--- src/rtl/serial_add_sub_if.sv ---
// Handshake and data bundle for the bit-serial adder/subtractor.
// Ports: operand side in_valid/in_ready/a/b/c_in/sub.
//        Result side out_valid/out_ready/sum/c_out/overflow.
// master = producer/consumer environment, slave = serial_add_sub.
interface serial_add_sub_if #(
  parameter int WIDTH = 8
);
  logic             in_valid;
  logic             in_ready;
  logic [WIDTH-1:0] a;
  logic [WIDTH-1:0] b;
  logic             c_in;
  logic             sub;
  logic             out_valid;
  logic             out_ready;
  logic [WIDTH-1:0] sum;
  logic             c_out;
  logic             overflow;

  modport master (
    output in_valid, a, b, c_in, sub, out_ready,
    input  in_ready, out_valid, sum, c_out, overflow
  );

  modport slave (
    input  in_valid, a, b, c_in, sub, out_ready,
    output in_ready, out_valid, sum, c_out, overflow
  );
endinterface

--- src/rtl/serial_add_sub.sv ---
// Bit-serial adder/subtractor: one full-adder cell plus a carry flop, LSB first.
// Latency: accept at edge k -> out_valid after edge k+WIDTH; at most 1 result per WIDTH+2 cycles.
// Backpressure: in_ready only in IDLE; the result is held in DONE until out_ready.
// Ports: clk, rst_n (sync active-low), io (slave modport of serial_add_sub_if), busy (BUSY or DONE).
module serial_add_sub #(
  parameter int WIDTH = 8
) (
  input  logic                  clk,
  input  logic                  rst_n,
  serial_add_sub_if.slave       io,
  output logic                  busy
);

  localparam int CW = (WIDTH > 1) ? $clog2(WIDTH) : 1;

  localparam logic [1:0] S_IDLE = 2'd0;
  localparam logic [1:0] S_BUSY = 2'd1;
  localparam logic [1:0] S_DONE = 2'd2;

  logic [1:0]       state;
  logic [WIDTH-1:0] a_sh;
  logic [WIDTH-1:0] b_sh;
  logic [WIDTH-1:0] sum_sh;
  logic [WIDTH-1:0] sum_q;
  logic             carry;
  logic             c_out_q;
  logic             ovf_q;
  logic [CW-1:0]    cnt;

  logic             s_bit;
  logic             carry_nxt;
  logic [WIDTH-1:0] sum_nxt;
  logic             last_step;

  // Single full-adder cell; the new sum bit enters at the MSB end so that
  // after WIDTH steps the LSB-first stream lines up as a normal word.
  always_comb begin
    s_bit     = a_sh[0] ^ b_sh[0] ^ carry;
    carry_nxt = (a_sh[0] & b_sh[0]) | (a_sh[0] & carry) | (b_sh[0] & carry);
    sum_nxt   = sum_sh >> 1;
    sum_nxt[WIDTH-1] = s_bit;
    last_step = (cnt == CW'(WIDTH - 1));
  end

  always_ff @(posedge clk) begin
    if (!rst_n) begin
      state   <= S_IDLE;
      a_sh    <= '0;
      b_sh    <= '0;
      sum_sh  <= '0;
      sum_q   <= '0;
      carry   <= 1'b0;
      c_out_q <= 1'b0;
      ovf_q   <= 1'b0;
      cnt     <= '0;
    end else begin
      case (state)
        S_IDLE: begin
          if (io.in_valid) begin
            // Subtract is A + ~B + 1: invert B here and seed the carry with 1.
            a_sh  <= io.a;
            b_sh  <= io.sub ? ~io.b : io.b;
            carry <= io.sub ? 1'b1 : io.c_in;
            cnt   <= '0;
            state <= S_BUSY;
          end
        end
        S_BUSY: begin
          a_sh   <= a_sh >> 1;
          b_sh   <= b_sh >> 1;
          sum_sh <= sum_nxt;
          carry  <= carry_nxt;
          cnt    <= cnt + CW'(1);
          if (last_step) begin
            // On the MSB step 'carry' is the carry into the MSB and
            // carry_nxt the carry out; their XOR is signed overflow.
            sum_q   <= sum_nxt;
            c_out_q <= carry_nxt;
            ovf_q   <= carry ^ carry_nxt;
            state   <= S_DONE;
          end
        end
        S_DONE: begin
          if (io.out_ready) begin
            state <= S_IDLE;
          end
        end
        default: begin
          state <= S_IDLE;
        end
      endcase
    end
  end

  assign io.in_ready  = (state == S_IDLE);
  assign io.out_valid = (state == S_DONE);
  assign busy         = (state == S_BUSY) || (state == S_DONE);
  assign io.sum       = sum_q;
  assign io.c_out     = c_out_q;
  assign io.overflow  = ovf_q;

endmodule

--- src/flat_wrapper.sv ---
// flat-port wrapper written by rule: the top's interface ports become plain ports
module serial_add_sub_flat 
#(
  parameter int WIDTH = 8
)
  (clk, rst_n, busy, io_in_valid, io_a, io_b, io_c_in, io_sub, io_out_ready, io_in_ready, io_out_valid, io_sum, io_c_out, io_overflow);
  serial_add_sub_if #(.WIDTH(WIDTH)) io_i ();
  input  logic clk;
  input  logic rst_n;
  output logic busy;
  input wire logic [$bits(io_i.in_valid)-1:0] io_in_valid;
  input wire logic [$bits(io_i.a)-1:0] io_a;
  input wire logic [$bits(io_i.b)-1:0] io_b;
  input wire logic [$bits(io_i.c_in)-1:0] io_c_in;
  input wire logic [$bits(io_i.sub)-1:0] io_sub;
  input wire logic [$bits(io_i.out_ready)-1:0] io_out_ready;
  output wire logic [$bits(io_i.in_ready)-1:0] io_in_ready;
  output wire logic [$bits(io_i.out_valid)-1:0] io_out_valid;
  output wire logic [$bits(io_i.sum)-1:0] io_sum;
  output wire logic [$bits(io_i.c_out)-1:0] io_c_out;
  output wire logic [$bits(io_i.overflow)-1:0] io_overflow;
  assign io_i.in_valid = io_in_valid;
  assign io_i.a = io_a;
  assign io_i.b = io_b;
  assign io_i.c_in = io_c_in;
  assign io_i.sub = io_sub;
  assign io_i.out_ready = io_out_ready;
  assign io_in_ready = io_i.in_ready;
  assign io_out_valid = io_i.out_valid;
  assign io_sum = io_i.sum;
  assign io_c_out = io_i.c_out;
  assign io_overflow = io_i.overflow;
  serial_add_sub #(.WIDTH(WIDTH)) u_core (.clk(clk), .rst_n(rst_n), .io(io_i), .busy(busy));
endmodule
--- config.mk ---
export PLATFORM = sky130hd
export DESIGN_NAME = serial_add_sub_flat
export DESIGN_NICKNAME = d
export VERILOG_FILES = /design/src/rtl/serial_add_sub_if.sv /design/src/rtl/serial_add_sub.sv /design/src/flat_wrapper.sv
export SDC_FILE = /design/constraint.sdc
export NUM_CORES = 1
export LEC_CHECK = 0
export ABC_AREA = 1
export CORE_MARGIN = 5
export CORE_UTILIZATION = 46
export DETAILED_ROUTE_END_ITERATION = 6
export PLACE_DENSITY = 0.75
export REMOVE_ABC_BUFFERS = 1
export SLEW_MARGIN = 20
export SYNTH_ARGS = -nofsm -noshare
export SYNTH_HDL_FRONTEND = slang
export SYNTH_SLANG_ARGS = --single-unit
--- constraint.sdc ---
create_clock -name clk -period 1.15 [get_ports clk]
set_input_delay 0.345 -clock clk [delete_from_list [all_inputs] [get_ports clk]]
set_output_delay 0.345 -clock clk [all_outputs]
set_load 0.02 [all_outputs]
# --- Word-level counts from Yosys, hierarchy flattened ---
# Cells that the tools add are included.
word_totals:
  register_bits: 40
  in_bits: 22
  out_inout_bits: 13
  elab_cells: 45
classes:
  n_addsub: 1
  eq_ne: 6
  n_mux: 14
  n_bitwise: 9
  reduce_logical: 6
op_table:
  columns: ["cell", "n"]
  rows:
  - ["8-bit one-hot mux with 2 select lines", 2]
  - ["8-bit two-way mux", 3]
  - ["8-bit NOT", 1]
  - ["2-bit two-way mux", 3]
  - ["2-bit one-hot mux with 3 select lines", 1]
  - ["3-bit one-hot mux with 2 select lines", 1]
  - ["2-bit inequality test, second input constant", 2]
  - ["2-bit AND reduction", 2]
  - ["3-bit by 1-bit adder with 3-bit output, second input constant", 1]
  - ["1-bit AND", 3]
  - ["3-bit == test, second input constant", 1]
  - ["3-bit two-way mux", 1]
  - ["3-bit AND reduction", 1]
  - ["1-bit bitwise XOR", 3]
  - ["2-bit by 1-bit == test with 1-bit output, second input constant", 1]
  - ["2-bit == test, second input constant", 1]
  - ["2-bit zero test", 1]
  - ["1-bit two-way mux", 2]
  - ["2-bit by 1-bit inequality test with 1-bit output, second input constant", 1]
  - ["1-bit bitwise OR", 2]
  - ["1-bit one-hot mux with 2 select lines", 1]
  - ["2-bit nonzero test", 1]
  - ["1-bit logical OR", 1]

# --- Longest topological paths before layout ---
logic_depth:
  depth_word: 4
  ltp_mapped: 9
  ltp_nobuf: 8

# --- Worst setup path after synthesis ---
# No wires, ideal clock.
synth_timing:
  path_type: "register to register"
  from: "register u_core.state[0]"
  to: "register u_core.b_sh[3]"
  setup_ps: 116
  arrival_time_ps: 1271
  required_time_ps: 1034
  path_slack_ps: -237
  path_stages_with_launch: 9
  n_path_buf: 1
  period_less_slack_ps: 1387
  cell_sequence: "dfxtp_1 > inv_1 > ha_1 > nand2_1 > nand2_2 > buf_6 > nand2_1 > nor2_1 > nor2_1"
synth_between:
  elab_chain_cells: 3
  elab_cells_between_ends: 6
  classes_between: "2 x eq/ne; 1 x mux; 3 x reduce/logical"
synth_lines:
  columns: ["element", "line_no", "rtl"]
  rows:
  - ["start: declaration", "serial_add_sub.sv:20", "logic [1:0] state;"]
  - ["start signal: assignment", "serial_add_sub.sv:47", "state <= S_IDLE;"]
  - ["start signal: assignment", "serial_add_sub.sv:65", "state <= S_BUSY;"]
  - ["start signal: assignment", "serial_add_sub.sv:80", "state <= S_DONE;"]
  - ["2-bit zero test (*)", null, null]
  - ["named net io_in_ready", "flat_wrapper.sv:17", "output wire logic [$bits(io_i.in_ready)-1:0] io_in_ready;"]
  - ["2-bit inequality test (no line) / 2-bit nonzero test (equally long branches)", null, null]
  - ["2-bit AND reduction (no line)", null, null]
  - ["end signal: assignment", "serial_add_sub.sv:62", "b_sh <= io.sub ? ~io.b : io.b;"]
  - ["end signal: assignment", "serial_add_sub.sv:70", "b_sh <= b_sh >> 1;"]
  - ["end: declaration", "serial_add_sub.sv:22", "logic [WIDTH-1:0] b_sh;"]
# The timed path passes the listed nets; every way through them passes the cells marked *.
# A chain may end at the register's enable or synchronous reset.

# --- Final worst setup path ---
layout_timing:
  from: "register u_core.state[0]"
  to: "output busy"
layout_between:
  elab_chain_cells: 2
  elab_cells_between_ends: 3
  classes_between: "2 x eq/ne; 1 x reduce/logical"
layout_lines:
  columns: ["element", "line_no", "rtl"]
  rows:
  - ["2-bit by 1-bit == test with 1-bit output / 2-bit == test (equally long branches)", "serial_add_sub.sv:97", "assign busy = (state == S_BUSY) || (state == S_DONE);"]
  - ["1-bit logical OR (*)", "serial_add_sub.sv:97", null]
  - ["end: declaration", "flat_wrapper.sv:10", "output logic busy;"]
# Every way passes the cells marked *; elsewhere a longest branch is shown, timed or not.

==> impl_metrics.env <==
export IMPL_async_flop_share_pct=0
export IMPL_yosysTopAreaCellShare_pct=42.4
export IMPL_vdd_drop_max_uv=3300
export IMPL_gp_congestion=0.812
export IMPL_antennaDiodeCount=0
export IMPL_clockBufferDepth=2
export IMPL_period_share_pct=121
export IMPL_r2r_cells=9
export IMPL_yosys_top_cells_area="dfxtp_1, nand2_1, nor2_1, o21ai_0, a21oi_1"
export IMPL_whs_endpoint="u_core.io.sum[7]"
export IMPL_synth_cells=268
export IMPL_preCtsSetupSlack_ps=-457
export IMPL_drtIter0Drc=167
export IMPL_postLayoutCoreUtil_pct=78.5
export IMPL_portBuffers=34
export IMPL_vias_per_cell=5.08
export IMPL_hold_viol_final=0
export IMPL_dp_hpwl_um=2760
export IMPL_detail_route_antenna_nets=0
export IMPL_seqCellArea_um2=793
export IMPL_cp_required_ps=810
export IMPL_die_area_um2=5370
export IMPL_core_area_um2=3940
export IMPL_synth_top_area_cell="dfxtp_1"
export IMPL_fp_row_count=23
export IMPL_startpoint_type="register"
export IMPL_max_freq_ghz=0.721
export IMPL_netlist_area_um2=1840
export IMPL_yosys_most_used_dff="dfxtp_1"
export IMPL_h_tree_depth=2
export IMPL_rsz0062_at_grt="yes"
export IMPL_synth_seq_cells=39
export IMPL_critPathMaxFanout=3
export IMPL_grt_pass1_vias=1804
export IMPL_drtPass1Iterations=4
export IMPL_nets=365
export IMPL_slew_viol_final=0
export IMPL_root_buffer="clkbuf_8"
export IMPL_io_pins=35
export IMPL_ys_types=20
export IMPL_p_per_area_nw_per_um2=2470
export IMPL_r2r_start="u_core.state[0]"
export IMPL_hold_depth=2
export IMPL_ff2ff_setup_slack_ps=-230
export IMPL_fin_crit_ps=1390
export IMPL_cts_tree="built"
export IMPL_cts_sinks=39
export IMPL_multi_input_area_um2=1360
export IMPL_power_mw=7.64
export IMPL_p_leak_nw=1.33
export IMPL_hold_class="register to register"
export IMPL_worst_pin_slew_ps=241
export IMPL_wl_um=5450
export IMPL_die_h_um=73.3
export IMPL_synth_commonest_cells="nand2_1, nor2_1, dfxtp_1"
export IMPL_grt_pass1_wl_um=8240
export IMPL_cts_hold_buf=0
export IMPL_max_cap_violations=0
export IMPL_area_growth_pct=68.0
export IMPL_finalSetupViolCount=42
export IMPL_yosys_warnings=0
export IMPL_clock_latency_ps=290
export IMPL_status="finished with violations"
export IMPL_synthMostInstantiatedCell="nand2_1"
export IMPL_maxSlewHeadroom_pct=83.9
export IMPL_drive_gt1_share_pct=46.2
export IMPL_antenna_found_initial=0
export IMPL_grt_max_degree=31
export IMPL_worstHoldStart="u_core.io.sum[7]"
export IMPL_worstSetupPathType="register to primary output"
export IMPL_r2r_end="u_core.b_sh[6]"
export IMPL_critPathCaptureType="primary output"
export IMPL_track_usage_pct=19.8
export IMPL_synth_seq_area_share_pct=42.4
export IMPL_num_vias=1971
export IMPL_syn_avg_cell_area_um2=6.87
export IMPL_overflow=0
export IMPL_drc=0
export IMPL_wl_per_cell_um=14.1
export IMPL_synth_edf_count=0
export IMPL_fp_dieW_um=73.3
export IMPL_nFillCells=254
export IMPL_layout_setup_ws_ps=-236
export IMPL_start_util_pct=46.7
export IMPL_cts_made_buffers=5
export IMPL_fin_skew_ps=7.37
export IMPL_arrival_ps=1040
export IMPL_failed_checks="setup timing"
export IMPL_cts_clk_slew_worst_paths_ps=80
-- area by class of cell --
type | instances | area share (%)
sequential | 39 | 25.6
multi-input combinational | 206 | 44.0
tap | 50 | 2.02
clock buffer | 6 | 2.35
clock inverter | 2 | 0.404
timing repair buffer | 71 | 22.9
inverter | 13 | 2.39
timing repair inverter | 1 | 0.283
-- layer usage --
metal	GRT usage, %	vias up	part of all wire (%)
met2	35.4	47	53
met3	5.47	16	4.5
met1	23.0	926	40
met4	5.53	0	2.3
met5	0	-	0
li1	-	982	-
-- sequential cells by signal, summed over array words and instances, names as in the netlist --
signal              count
u_core.io.c_out         1
u_core.cnt              3
u_core.io.sum           8
u_core.carry            1
u_core.state            2
u_core.a_sh             8
u_core.sum_sh           7
u_core.io.overflow      1
u_core.b_sh             8
-- cells by family (layout without fill, tap and decap cells) --
family / Yosys count / after routing / synth area share, %
AO/OA/AOI/OAI: 42 / 42 / 11.8
XOR/XNOR: 1 / 1 / 0.476
adder cells (fa/ha/maj): 6 / 6 / 4.48
buffers and inverters: 27 / 93 / 8.56
flip-flops: 39 / 39 / 42.4
AND/OR/NAND/NOR: 153 / 157 / 32.3
-- power breakdown --
group,switching [mW],total (mW),internal (mW)
logic,2.60,4.78,2.18
clock network,0.489,0.913,0.424
registers,0.257,1.96,1.70
total,3.34,7.64,4.30
-- critical path: stages, from the launching register on --
cell     delay [ps]
dfxtp_2         340
inv_2            60
ha_4            260
buf_6           100
-- metrics by stage --
step                setup TNS [ps]  instances  cell area [µm²]  hold WS [ps]
floorplan                   -23950        254             1730           438
global placement            -14590        363             2350           441
detailed placement          -15350        363             2350           457
CTS                          -5500        381             2830           467
global route                 -8550        388             3090           483
finish                       -6550        388             3090           465
-- cells in the final DEF (no fill, tap or decap), drive strengths merged --
cell type / Yosys / layout
o21ai: 28 / 28
buf: 12 / 50
a211oi: 1 / 1
clkinv: 1 / 3
nand2: 79 / 83
clkinvlp: 0 / 1
fa: 1 / 1
dfxtp: 39 / 39
clkdlybuf4s50: 0 / 20
nor2: 70 / 70
inv: 12 / 12
ha: 5 / 5
clkbuf: 2 / 6
a21oi: 13 / 13
dlygate4sd2: 0 / 1
nand3: 4 / 4
xnor2: 1 / 1
-- worst max-delay path by stage --
stage                    startpoint        endpoint  slack, ps  cells after the start
detailed placement  u_core.state[0]            busy       -460                      3
finish              u_core.state[0]            busy       -240                      3
global placement    u_core.state[0]            busy       -430                      3
CTS                 u_core.state[0]            busy       -250                      3
global route        u_core.state[0]            busy       -280                      3
floorplan           u_core.state[1]  u_core.a_sh[1]       -840                      7
-- what timing repair did --
item                       in CTS  in global routing
resized for setup             180                 64
gates cloned                    6                  0
pin swaps                      34                 24
buffers inserted                4                  7
setup endpoints to repair      52                 51
Note: power is estimated with default switching activity, not from simulation.
